**src/rtl/serial_borrow_subtractor.sv**
```systemverilog
// Bit-serial subtractor: diff = a - b - bin, one bit per clock, LSB first.
// Operands captured on start; diff/bout/done registered on completion.
module serial_borrow_subtractor #(
    parameter int WIDTH = 4
) (
    input  logic             clk,
    input  logic             rst,
    input  logic             start,
    input  logic [WIDTH-1:0] a,
    input  logic [WIDTH-1:0] b,
    input  logic             bin,
    output logic             busy,
    output logic             done,
    output logic [WIDTH-1:0] diff,
    output logic             bout
);

    localparam int CNT_W = $clog2(WIDTH);
    localparam logic [CNT_W-1:0] LAST = CNT_W'(WIDTH - 1);

    typedef enum logic [1:0] {
        IDLE,
        RUN,
        DONE
    } state_t;

    state_t           state;
    logic [WIDTH-1:0] sa;
    logic [WIDTH-1:0] sb;
    logic [WIDTH-1:0] sr;
    logic             br;
    logic [CNT_W-1:0] idx;

    logic             ai;
    logic             bi;
    logic             di;
    logic             bo;
    logic [WIDTH-1:0] sr_nxt;

    // Full-subtractor cell for the current bit
    assign ai     = sa[0];
    assign bi     = sb[0];
    assign di     = ai ^ bi ^ br;
    assign bo     = (~ai & bi) | (~(ai ^ bi) & br);
    assign sr_nxt = {di, sr[WIDTH-1:1]};

    always_ff @(posedge clk) begin
        if (rst) begin
            state <= IDLE;
            sa    <= '0;
            sb    <= '0;
            sr    <= '0;
            br    <= 1'b0;
            idx   <= '0;
            busy  <= 1'b0;
            done  <= 1'b0;
            diff  <= '0;
            bout  <= 1'b0;
        end else begin
            done <= 1'b0;
            unique case (state)
                IDLE, DONE: begin
                    if (start) begin
                        sa    <= a;
                        sb    <= b;
                        br    <= bin;
                        sr    <= '0;
                        idx   <= '0;
                        busy  <= 1'b1;
                        state <= RUN;
                    end else begin
                        state <= IDLE;
                    end
                end
                RUN: begin
                    sa  <= sa >> 1;
                    sb  <= sb >> 1;
                    br  <= bo;
                    sr  <= sr_nxt;
                    idx <= idx + 1'b1;
                    if (idx == LAST) begin
                        diff  <= sr_nxt;
                        bout  <= bo;
                        busy  <= 1'b0;
                        done  <= 1'b1;
                        state <= DONE;
                    end
                end
                default: state <= IDLE;
            endcase
        end
    end

endmodule
```
**config.mk**
```make
export PLATFORM = sky130hd
export DESIGN_NAME = serial_borrow_subtractor
export DESIGN_NICKNAME = d
export VERILOG_FILES = /design/src/rtl/serial_borrow_subtractor.sv
export SDC_FILE = /design/constraint.sdc
export NUM_CORES = 1
export LEC_CHECK = 0
export CAP_MARGIN = 20
export CORE_ASPECT_RATIO = 0.6
export CORE_MARGIN = 2
export CORE_UTILIZATION = 25
export DETAILED_ROUTE_END_ITERATION = 8
export RECOVER_POWER = 25
export SKIP_LAST_GASP = 1
export SLEW_MARGIN = 20
export SYNTH_ARGS = -nofsm -noshare
export SYNTH_HDL_FRONTEND = slang
export SYNTH_SLANG_ARGS = --single-unit
```
**constraint.sdc**
```tcl
create_clock -name clk -period 1.3 [get_ports clk]
set_input_delay 0.13 -clock clk [delete_from_list [all_inputs] [get_ports clk]]
set_output_delay 0.13 -clock clk [all_outputs]
set_load 0.02 [all_outputs]
```
==> reports/metrics.yaml, run 1 <==
outcome: "finished clean"
wl_met2_um: 837
ant_nets: 0
ys_types: 20
postCtsSetupRepairBufs: 0
critPathTopFamily: "adder cells"
place_congestion: 0.749
area_growth_pct: 32.8
critPathBufInv: 1
rsz0062_at_grt: "false"
yosysWarnings: 0
start_kind: "flop"
ff_latch_area_um2: 460
synth.avg_cell_area_um2: 8.52
maxSlewViolCount: 0
fmax_mhz: 840
arrival_ns: 1.38
antennaDiodeCount: 0
period_share_pct: 91.6
die_area_um2: 4200
path_clk_slew_ns: 0.08
numPortBuffers: 18
core_area_um2: 3590
ys_seq_area_share_pct: 50.1
grt_max_degree: 24
io_pins: 19
grt_use_total_pct: 10.6
initial_core_util_pct: 25.6
routedWlPerCell_um: 11.3
cap_violations: 0
worstPathRequired_ns: 1.49
grt_pass1_vias: 695
powerDensity_nw_per_um2: 1160
cts_made_buffers: 3
first_pass_iters: 4
relSlewSlack_pct: 78.0
remaining_drc_errors: 0
via_per_inst: 4.47
vdd_drop_max_uv: 473
drt_iter0_markers: 73
finalSetupTns_ns: 0
drive_above_1_share_pct: 9.23
via_count: 791
crit_chain: "inv_1 > fa_1 > nand2_1 > a21oi_1"
hold_class: "in2reg"
wl_met3_um: 104
syn_inst: 108
setup_violations: 0
wl_met1_mm: 1.06
grt_remaining_overflow: 0
cts_buffer_depth: 2
grt_pass1_wl_mm: 3.26
num-fill-cells: 383
die_w_um: 82.3
min_period_ns: 1.19
criticalPathCategory: "reg2reg"
worst_pin_slew_ns: 0.330
fin_worst_skew_ns: 0.00151
cts.sinks: 23
placementRows: 17
slowest_stage: "fa_1"
yosys_register_bits: 23
top_layer_used: "met3"
cts.root.buffer_cell: "clkbuf_8"
layout_common_cells: "dfxtp_1, nand2_1, a21oi_1"
multi_input_area_um2: 405
critPathMaxStageDelay_ns: 0.54
final_common_cell: "dfxtp_1"
cts_tree: "built"
cp-end-kind: "flop"
nets: 145
p_leak_nw: 0.477
htreeDepth: 1
hpwl_mm: 1.38
antenna_found_initial: 0
insertion_delay_ns: 0.26
crit_path_max_fanout: 2
die_h_um: 51.0
wl_mm: 2.00
syn-num-nets: 122
timing_hold_violations_final: 0
power_w: 0.00142
synth.cell_area_um2: 920
worst reg2reg max path, cell delays in order, from the launching register on:
cell     delay (ns)
dfxtp_1        0.33
inv_1          0.06
fa_1           0.54
nand2_1        0.06
a21oi_1        0.14
final cells by class:
class / count / share of cell area [%]
inverter: 2 / 0.615
clock buffer: 4 / 3.69
timing repair buffer: 26 / 20.0
tap: 47 / 4.82
multi-input combinational: 75 / 33.2
sequential: 23 / 37.7
power breakdown:
group          switching, W  internal, W  total, W
logic              0.000104     0.000107  0.000210
registers         0.0000226     0.000741  0.000764
clock network      0.000225     0.000219  0.000444
total              0.000351      0.00107   0.00142
metal layers:
layer / global-route usage, % / up-vias
met1: 14.6 / 359
li1: - / 412
met4: 3.33 / 0
met5: 0 / -
met3: 4.59 / 0
met2: 14.7 / 20
logic make-up (layout without fill, tap and decap cells):
| group | after synthesis | count (layout) | share of synthesized area, % |
|---|---|---|---|
| AND/OR/NAND/NOR | 50 | 50 | 24.5 |
| AO/OA/AOI/OAI | 23 | 23 | 16.1 |
| flip-flops | 23 | 23 | 50.1 |
| buffers and inverters | 10 | 32 | 5.85 |
| adder cells (fa/ha/maj) | 2 | 2 | 3.54 |
state kept, by name (all words and copies together) (netlist names):
name	count
sb	4
sa	4
bout	1
idx	2
br	1
busy	1
sr	3
done	1
diff	4
state	2
synthesized netlist by cell type:
library cell | instances | area share, %
ha_1 | 1 | 1.4
a2bb2oi_1 | 1 | 0.95
and2b_1 | 1 | 0.82
clkbuf_1 | 2 | 0.82
o21a_1 | 1 | 0.82
a311oi_1 | 7 | 6.7
buf_4 | 1 | 0.82
a21oi_1 | 14 | 7.6
nand3_1 | 12 | 6.5
dfxtp_1 | 23 | 50
inv_1 | 2 | 0.82
buf_6 | 1 | 1.2
or2b_4 | 1 | 1.2
buf_2 | 4 | 2.2
nand2_1 | 22 | 9.0
nand2b_1 | 2 | 1.4
nand3b_1 | 1 | 0.82
nor2b_1 | 1 | 0.68
fa_1 | 1 | 2.2
nor2_1 | 10 | 4.1
final timing paths:
kind,from,to,slack [ns],depth (start not counted)
setup / recovery,br,sr[3],0.11,4
hold / removal,a[3],sa[3],0.41,3
setup reg to reg,br,sr[3],0.11,4
hold reg to reg,diff[1],diff[1],0.46,2
per-stage QoR:
stage | worst slack, ns | hold WS, ns | cells | utilization (%) | area (um^2)
2_1_floorplan | 0.182 | 0.202 | 108 | - | 920
3_3_place_gp | -0.00381 | 0.447 | 173 | 33.0 | 1180
3_5_place_dp | -0.0406 | 0.451 | 173 | 33.0 | 1180
4_1_cts | 0.0834 | 0.405 | 177 | 34.0 | 1220
5_1_grt | 0.00495 | 0.424 | 177 | 34.0 | 1220
6_report | 0.109 | 0.411 | 177 | 34.0 | 1220
timing repair:
action	in CTS	in global routing
pin swaps	0	1
hold buffers	0	0
gates resized for setup	7	0
setup endpoints to repair	7	1
No activity file was read; power rests on OpenSTA's default activity.
==> run 2: changes to the inputs <==
Clock period 1.3 ns to 1.1 ns, I/O delays scaled along.
==> run 2 against run 1 <==
- the run now ends with setup timing left
- clock skew up 0.0028 ns
- die area unchanged
- non-clock buffer count up 5
- largest cell class is now multi-input combinational cells
==> reports/metrics.yaml, run 2 (synthesized netlist as in run 1, its figures left out) <==
cts_buffer_depth: 2  # unchanged
cts.root.buffer_cell: "clkbuf_8"  # unchanged
drive_above_1_share_pct: 25.0  # was 9.23%
rsz0062_at_grt: "true"  # was false
routedWlPerCell_um: 12.1  # was 11.3 um
via_count: 863  # was 791
outcome: "complete, but fails checks"  # was finished clean
htreeDepth: 1  # unchanged
wl_mm: 2.22  # was 2.00 mm
p_seq_share_pct: 52.9  # was 53.9%
core_area_um2: 3590  # unchanged
hpwl_mm: 1.41  # was 1.38 mm
worst_pin_slew_ns: 0.196  # was 0.330 ns
min_period_ns: 1.18  # was 1.19 ns
area_growth_pct: 45.9  # was 32.8%
violations: "setup timing"
maxSlewViolCount: 0  # unchanged
grt_remaining_overflow: 0  # unchanged
r2r_slack_ns: -0.08  # was 0.11 ns
io_pins: 19  # unchanged
dp_cells: 175  # was 173
place_congestion: 0.727  # was 0.749
via_per_inst: 4.72  # was 4.47
r2r_start: "sa[0]"  # was br
fin_worst_skew_ns: 0.00428  # was 0.00151 ns
cts_tree: "built"  # unchanged
switching_share_pct: 24.9  # was 24.8%
crit_path_max_fanout: 2  # unchanged
vdd_drop_max_uv: 428  # was 473 uV
slowest_stage: "fa_2"  # was fa_1
cp-endpoint: "sr[3]"  # unchanged
first_pass_iters: 4  # unchanged
timing_hold_violations_final: 0  # unchanged
antennaDiodeCount: 0  # unchanged
grt_pass1_vias: 812  # was 695
cts_made_buffers: 3  # unchanged
nets: 151  # was 145
relSlewSlack_pct: 86.8  # was 78.0%
p_leak_nw: 0.521  # was 0.477 nW
arrival_ns: 1.37  # was 1.38 ns
fmax_mhz: 849  # was 840 MHz
criticalPathCategory: "reg2reg"  # unchanged
final_common_cell: "nand2_1"  # was dfxtp_1
powerDensity_nw_per_um2: 1280  # was 1160 nW/um^2
crit_chain: "fa_2 > nand2_1 > a21oi_1"  # was inv_1 > fa_1 > nand2_1 > a21oi_1
ant_nets: 0  # unchanged
die_h_um: 51.0  # unchanged
clkPwrFrac_pct: 29.6  # was 31.3%
period_share_pct: 107  # was 91.6%
p_int_w: 0.00129  # was 0.00107 W
cp-end-kind: "flop"  # unchanged
crit_path_start: "sa[0]"  # was br
fin_cells: 183  # was 177
antenna_found_initial: 0  # unchanged
remaining_drc_errors: 0  # unchanged
fin_ws_ns: -0.0784  # was 0.109 ns
initial_core_util_pct: 25.6  # unchanged
largestRegisters: "diff x4, sa x4, sb x4"  # unchanged
whs_ns: 0.388  # was 0.411 ns
drt_iter0_markers: 85  # was 73
netSwitchingPower_w: 0.000429  # was 0.000351 W
power_w: 0.00172  # was 0.00142 W
setup_violations: 3  # was 0
grt_max_degree: 24  # unchanged
hold_class: "in2reg"  # unchanged
path_clk_slew_ns: 0.08  # about the same
placementRows: 17  # unchanged
grt_pass1_wl_mm: 3.75  # was 3.26 mm
combPwrFrac_pct: 17.5  # was 14.8%
grt_use_total_pct: 12.0  # was 10.6%
worstPathRequired_ns: 1.29  # was 1.49 ns
num-fill-cells: 356  # was 383
rr_endpoint: "sr[3]"  # unchanged
critPathMaxStageDelay_ns: 0.60  # was 0.54 ns
die_area_um2: 4200  # unchanged
insertion_delay_ns: 0.26  # about the same
cap_violations: 0  # unchanged
layout_common_cells: "nand2_1, dfxtp_1, a21oi_1"  # was dfxtp_1, nand2_1, a21oi_1
numPortBuffers: 18  # unchanged
die_w_um: 82.3  # unchanged
start_kind: "flop"  # unchanged
cts.sinks: 23  # unchanged
rr_worst_depth: 3  # was 4
==> run 2: cell count changes in the layout (fill, tap and decap cells not counted), moves of 2 or more <==
| cell | previous run | this run |
|---|---|---|
| a311oi_2 | 0 | 2 |
| a311oi_1 | 7 | 5 |
| dfxtp_2 | 0 | 3 |
| clkbuf_2 | 0 | 2 |
| inv_2 | 0 | 2 |
| dfxtp_1 | 23 | 19 |
| buf_6 | 0 | 3 |
| inv_1 | 2 | 0 |
==> run 2: worst min-delay path by stage <==
stage,from,endpoint,depth (start not counted)
final,b[3],sb[3],3
after global routing,b[3],sb[3],3
after CTS,b[3],sb[3],3
after detailed placement,diff[2],diff[2],2
after global placement,diff[0],diff[0],2
after floorplan,rst,sb[0],1
==> run 2: cell type report <==
| type | count | area [um^2] | share of cell area (%) |
|---|---|---|---|
| sequential | 23 | 468 | 34.9 |
| inverter | 2 | 7.51 | 0.560 |
| clock buffer | 4 | 45.0 | 3.36 |
| timing repair buffer | 31 | 292 | 21.7 |
| multi-input combinational | 76 | 470 | 35.1 |
| tap | 47 | 58.8 | 4.38 |
==> run 2: stage by stage <==
stage / TNS, ns / util, % / setup WS (ns) / cell area [um^2]
3_3_place_gp: -1.93 / 33.4 / -0.194 / 1200
5_1_grt: -0.560 / 37.3 / -0.114 / 1340
4_1_cts: -0.229 / 35.9 / -0.0727 / 1290
6_report: -0.148 / 37.3 / -0.0784 / 1340
3_5_place_dp: -2.33 / 33.4 / -0.250 / 1200
2_1_floorplan: 0 / - / 0.00798 / 922
==> run 2: metal layers <==
layer / global-route usage, % / wire (um) / up-vias
met2: 17.3 / 949 / 35
met5: 0 / 0 / -
met1: 16.1 / 1090 / 400
met4: 3.33 / 23 / 0
li1: - / - / 426
met3: 5.12 / 157 / 2
==> run 2: power by group through the flow <==
stage / logic, W / registers, W / clock network [W]
3_5_place_dp: 0.000254 / 0.000922 / 0
5_1_grt: 0.000329 / 0.000916 / 0.000583
4_1_cts: 0.000270 / 0.000909 / 0.000544
6_report: 0.000302 / 0.000910 / 0.000509
3_3_place_gp: 0.000250 / 0.000920 / 0
2_1_floorplan: 0.000149 / 0.000920 / 0
==> run 2: worst max-delay path: cells and delay by family, from the launching register on <==
family | cells | cell delay, ns
AOI/OAI and AO/OA | 1 | 0.12
adders and majority gates | 1 | 0.60
and+or+nand+nor | 1 | 0.06
DFF | 1 | 0.34
==> run 2: what timing repair did <==
action                                  in CTS  in global routing
cloned                                       2                  0
endpoints found under the setup margin      19                 20
gates resized for setup                     16                 18
buffers inserted                             1                  1
hold buffers                                 0                  0
pin swaps                                    5                  7
